--- config.mk ---
export PLATFORM = sky130hd
export DESIGN_NAME = sequencer_core
export DESIGN_NICKNAME = d
export VERILOG_FILES = /design/src/rtl/sequencer_core.sv
export SDC_FILE = /design/constraint.sdc
export NUM_CORES = 1
export LEC_CHECK = 0
export ABC_AREA = 1
export BUFFER_PORTS_ARGS = -buffer_cell sky130_fd_sc_hd__buf_2
export CAP_MARGIN = 20
export CELL_PAD_IN_SITES_DETAIL_PLACEMENT = 2
export CELL_PAD_IN_SITES_GLOBAL_PLACEMENT = 2
export CORE_MARGIN = 2
export CORE_UTILIZATION = 19
export CTS_BUF_LIST = sky130_fd_sc_hd__clkbuf_4
export CTS_CLUSTER_DIAMETER = 80
export DETAILED_ROUTE_END_ITERATION = 16
export PLACE_DENSITY = 0.9
export SETUP_SLACK_MARGIN = 0.5
export SLEW_MARGIN = 20
export SYNTH_ARGS = -nofsm -noshare
export SYNTH_HDL_FRONTEND = slang
export SYNTH_SLANG_ARGS = --single-unit
--- constraint.sdc ---
create_clock -name clk -period 1.6 [get_ports clk]
set_clock_uncertainty 0.1 [all_clocks]
set_input_delay 0.08 -clock clk [delete_from_list [all_inputs] [get_ports clk]]
set_output_delay 0.08 -clock clk [all_outputs]
set_load 0.02 [all_outputs]
--- src/rtl/sequencer_core.sv ---
`default_nettype none
// ============================================================================
// Module   : sequencer_core
// Brief    : Microcoded output sequencer running a constant program ROM with
//            jump/call/return/counted loops over an internal LIFO stack.
//            Optional SEQ_STACK_ERR_EN adds a sticky stack_err output.
// Revision : 1.0 - initial release
// ============================================================================

`define SEQ_STOP   3'd0
`define SEQ_OUT    3'd1
`define SEQ_JMP    3'd2
`define SEQ_CALL   3'd3
`define SEQ_RET    3'd4
`define SEQ_PUSHI  3'd5
`define SEQ_DECJNZ 3'd6

module sequencer_core #(
  parameter int OCW  = 12,
  parameter int DDW  = 4,
  parameter int PLEN = 31,
  parameter int STD  = 256,
  parameter logic [PLEN*OCW-1:0] PROGRAM = '0
) (
  input  logic                   clk,
  input  logic                   rst,
  input  logic [OCW-DDW-4:0]     addr,
  input  logic                   jump,
  output logic [DDW-1:0]         data_o,
  output logic [OCW-DDW-4:0]     pc,
  output logic                   stop
`ifdef SEQ_STACK_ERR_EN
  ,output logic                  stack_err
`endif
);

  localparam int AW   = OCW - 3 - DDW;
  localparam int SPW  = $clog2(STD + 1);
  localparam int IW   = (STD > 1) ? $clog2(STD) : 1;
  localparam int ROMD = 2 ** AW;

  localparam logic [AW-1:0]  c_one    = AW'(1);
  localparam logic [AW-1:0]  c_last   = AW'(PLEN - 1);
  localparam logic [SPW-1:0] c_sp_one = SPW'(1);
  localparam logic [SPW-1:0] c_std    = SPW'(STD);

  logic [AW-1:0]  r_pc;
  logic [AW-1:0]  r_cnt;
  logic [SPW-1:0] r_sp;
  logic [DDW-1:0] r_data;
  logic [AW-1:0]  r_stack [STD];

  logic [OCW-1:0] w_rom [ROMD];
  logic [OCW-1:0] w_instr;
  logic [2:0]     w_cmd;
  logic [AW-1:0]  w_n;
  logic [AW-1:0]  w_n_eff;
  logic [DDW-1:0] w_d;
  logic [AW-1:0]  w_pc_inc;
  logic [AW-1:0]  w_top;
  logic [IW-1:0]  w_top_idx;
  logic [IW-1:0]  w_push_idx;
  logic           w_empty;
  logic           w_full;
  logic           w_last;
  logic [AW-1:0]  w_pc_nxt;
  logic [AW-1:0]  w_cnt_nxt;
  logic           w_push;
  logic [AW-1:0]  w_push_val;
  logic           w_pop;
  logic           w_dec;

  // Words past the end of the program read as STOP, which also covers pc >= PLEN.
  for (genvar i = 0; i < ROMD; i++) begin : g_rom
    if (i < PLEN) begin : g_word
      assign w_rom[i] = PROGRAM[(PLEN-1-i)*OCW +: OCW];
    end else begin : g_pad
      assign w_rom[i] = '0;
    end
  end

  assign w_instr    = w_rom[r_pc];
  assign w_cmd      = w_instr[OCW-1 -: 3];
  assign w_n        = w_instr[DDW +: AW];
  assign w_d        = w_instr[DDW-1:0];
  assign w_n_eff    = (w_n == '0) ? c_one : w_n;
  assign w_last     = (r_cnt == (w_n_eff - c_one));
  assign w_pc_inc   = (r_pc == c_last) ? '0 : (r_pc + c_one);
  assign w_empty    = (r_sp == '0);
  assign w_full     = (r_sp == c_std);
  assign w_top_idx  = IW'(r_sp - c_sp_one);
  assign w_push_idx = IW'(r_sp);
  assign w_top      = w_empty ? '0 : r_stack[w_top_idx];

  always_comb begin
    w_pc_nxt   = r_pc;
    w_cnt_nxt  = r_cnt;
    w_push     = 1'b0;
    w_push_val = '0;
    w_pop      = 1'b0;
    w_dec      = 1'b0;
    case (w_cmd)
      `SEQ_OUT: begin
        if (w_last) begin
          w_cnt_nxt = '0;
          w_pc_nxt  = w_pc_inc;
        end else begin
          w_cnt_nxt = r_cnt + c_one;
        end
      end
      `SEQ_RET: begin
        if (w_last) begin
          w_cnt_nxt = '0;
          w_pop     = !w_empty;
          w_pc_nxt  = w_empty ? w_pc_inc : w_top;
        end else begin
          w_cnt_nxt = r_cnt + c_one;
        end
      end
      `SEQ_JMP: begin
        w_pc_nxt = w_n;
      end
      `SEQ_CALL: begin
        w_push     = 1'b1;
        w_push_val = w_pc_inc;
        w_pc_nxt   = w_n;
      end
      `SEQ_PUSHI: begin
        w_push     = 1'b1;
        w_push_val = w_n;
        w_pc_nxt   = w_pc_inc;
      end
      `SEQ_DECJNZ: begin
        if (w_empty || (w_top <= c_one)) begin
          w_pop    = !w_empty;
          w_pc_nxt = w_pc_inc;
        end else begin
          w_dec    = 1'b1;
          w_pc_nxt = w_n;
        end
      end
      default: begin
        w_pc_nxt = r_pc;
      end
    endcase
  end

  always_ff @(posedge clk) begin
    if (rst) begin
      r_pc   <= '0;
      r_cnt  <= '0;
      r_sp   <= '0;
      r_data <= '0;
    end else if (jump) begin
      r_pc  <= addr;
      r_cnt <= '0;
      r_sp  <= '0;
    end else begin
      r_pc   <= w_pc_nxt;
      r_cnt  <= w_cnt_nxt;
      r_data <= w_d;
      if (w_push && !w_full) begin
        r_sp <= r_sp + c_sp_one;
      end else if (w_pop) begin
        r_sp <= r_sp - c_sp_one;
      end
    end
  end

  // Stack contents need no reset; only entries below r_sp are ever read.
  always_ff @(posedge clk) begin
    if (!rst && !jump) begin
      if (w_push && !w_full) begin
        r_stack[w_push_idx] <= w_push_val;
      end else if (w_dec) begin
        r_stack[w_top_idx] <= w_top - c_one;
      end
    end
  end

`ifdef SEQ_STACK_ERR_EN
  logic w_under;
  logic r_err;

  assign w_under = ((w_cmd == `SEQ_RET) && w_last && w_empty) ||
                   ((w_cmd == `SEQ_DECJNZ) && w_empty);

  always_ff @(posedge clk) begin
    if (rst || jump) begin
      r_err <= 1'b0;
    end else if ((w_push && w_full) || w_under) begin
      r_err <= 1'b1;
    end
  end

  assign stack_err = r_err;
`endif

  assign data_o = r_data;
  assign pc     = r_pc;
  assign stop   = (w_cmd == `SEQ_STOP) || (w_cmd == 3'd7);

endmodule

`default_nettype wire

==> flow_metrics.py <==
metrics = {
    "status": {
        "status": "finished clean",
    },
    "finish": {
        "layout_commonest_cell": "buf_2",
        "syn2layout_area_growth_pct": 28.08,
        "final_nets": 61,
        "diodes": 0,
        "final_cell_mix": "buf_2, nor2_1, nand2_1",
        "drive_gt1_share_pct": 30.77,
        "largest_reg_flops": 5,
        "layoutNonFillerInstCount": 67,
    },
    "sta": {
        "min_period_ns": 0.9232,
        "setup_viol": 0,
        "drv_slew": 0,
        "clock.fmax_mhz": 1083,
        "hold_viol_final": 0,
        "setup-tns-final_ns": 0,
        "finalCritPeriodShare_pct": 57.70,
        "rsz0062_at_grt": "no",
    },
    "routing": {
        "dr.pass1.iters": 2,
        "drc": 0,
        "ant_nets": 0,
        "drt_iter0_markers": 2,
        "wl_per_cell_microns": 9.060,
        "routed_wl_microns": 607,
        "via_per_inst": 3.567,
        "via_count": 239,
    },
    "setup_path": {
        "cp_data_required_time_ns": 1.42,
        "worstPathArrival_ns": 0.74,
        "path_max_fanout": 2,
        "crit_chain": "buf_2",
        "cp-start-kind": "flip-flop",
        "end_kind": "primary output",
        "cpPeakStageDelay_ns": 0.33,
        "crit_buf_inv": 1,
        "cpMaxStageDelayCell": "dfxtp_1",
        "critPathKind": "flip-flop to primary output",
        "path_delay_family": "flip-flops",
    },
    "synthesis": {
        "ys_seq_elements": 5,
        "syn_area_sq_um": 254.0,
        "synth_cells": 39,
        "avgSynthCellArea_sq_um": 6.513,
        "yosysSeqAreaShare_pct": 39.41,
        "ys_types": 7,
        "yosys_warnings": 0,
    },
    "power_and_ir_drop": {
        "total_power_w": 0.0003653,
        "p_sw_w": 0.0001008,
        "p_sw_share_pct": 27.60,
        "p_seq_share_pct": 37.8,
        "p_comb_share_pct": 16.5,
        "max-vdd-ir-drop_uv": 406.9,
        "leakage_nw": 0.2066,
        "clockPowerShare_pct": 45.8,
        "p_int_w": 0.0002645,
        "power.density_nw_per_um2": 1123,
    },
    "floorplanning": {
        "die_y_microns": 40.56,
        "die_area_sq_um": 1645,
        "coreArea_sq_um": 1269,
        "fp.dieW_microns": 40.56,
        "start_util_pct": 20.02,
        "num_rows": 13,
        "io_pins": 18,
    },
    "flow_run": {
        "maxCapViolations": 0,
    },
    "global_routing": {
        "antenna_found_initial": 0,
        "grt.total_usage_pct": 9.831,
        "grt_pass1_vias": 232,
        "grt_pass1_wl_microns": 883,
        "overflow": 0,
        "grt_max_degree": 11,
    },
    "clocking": {
        "clockBufferDepth": 2,
        "clk-insertion-delay-late_ns": 0.25,
        "cts_max_level": 1,
        "cts_resized": 0,
        "clockRootBuffer": "clkbuf_4",
        "post_cts_buffers": 0,
        "numCtsBuffers": 3,
        "cts.sinks": 5,
        "cts_tree": "built",
        "clk_pin_slew_ns": 0.05,
        "holdBufCountCts": 0,
    },
    "place": {
        "gp_congestion": 0.5448,
        "dp_hpwl_microns": 472.4,
        "placed_cells_incl_taps": 63,
        "portBuffers": 12,
    },
    "min_path": {
        "min_path_type": "input port to flip-flop",
    },
}
==> final timing paths <==
| check | startpoint | end | slack (ns) | depth (start not counted) |
|---|---|---|---|---|
| setup reg to reg | pc[4] | pc[4] | 0.93 | 2 |
| hold reg to reg | pc[0] | pc[0] | 0.37 | 2 |
| hold / removal | addr[1] | pc[1] | 0.03 | 5 |
| setup / recovery | pc[3] | pc[3] | 0.68 | 1 |
==> metal layers <==
metal	global-route usage, %	share of wire (%)	up-vias
li1	-	-	124
met1	7.443	38	100
met2	14.68	48	15
met3	10.00	14	0
met4	7.500	0	0
met5	0	0	-
==> cell families (layout without fill, tap and decap cells) <==
group	after synthesis	count (layout)	share of synthesized area, %
other cells	2	5	2.957
flops	5	5	39.41
simple gates	20	20	29.56
buf+inv	12	22	28.08
==> power by group through the flow <==
stage | Clock, W | Sequential (W) | Combinational, W
finish | 0.000167 | 0.000138 | 0.0000602
global route | 0.000185 | 0.000139 | 0.0000695
CTS | 0.000178 | 0.000138 | 0.0000614
detailed placement | 0 | 0.000141 | 0.0000613
global placement | 0 | 0.000139 | 0.0000589
floorplan | 0 | 0.000151 | 0.0000404
==> stage by stage <==
step	util [%]	cell area (sq um)	hold WS (ns)	worst slack [ns]
2_1_floorplan	-	265.3	0.1682	0.8677
3_3_place_gp	23.27	295.3	0.2647	0.9365
3_5_place_dp	23.27	295.3	0.2885	0.8980
4_1_cts	25.64	325.3	0.02513	0.6466
5_1_grt	25.64	325.3	0.05300	0.6128
6_report	25.64	325.3	0.02877	0.6768
==> area by class of cell <==
class                   count  area (sq um)
well taps                  15         18.77
clock buffers               4         30.03
fillers                   166         943.4
repair buffers             12         60.06
multi-input cells          25         93.84
inverters                   6         22.52
flip-flops and latches      5         100.1
==> synth_stat cells <==
cell / instances / area share [%]
buf_4: 5 / 15
nand2_1: 10 / 15
dfxtp_1: 5 / 39
conb_1: 2 / 3.0
nor2_1: 10 / 15
inv_1: 6 / 8.9
buf_6: 1 / 4.4
No activity file was read; power rests on OpenSTA's default activity.
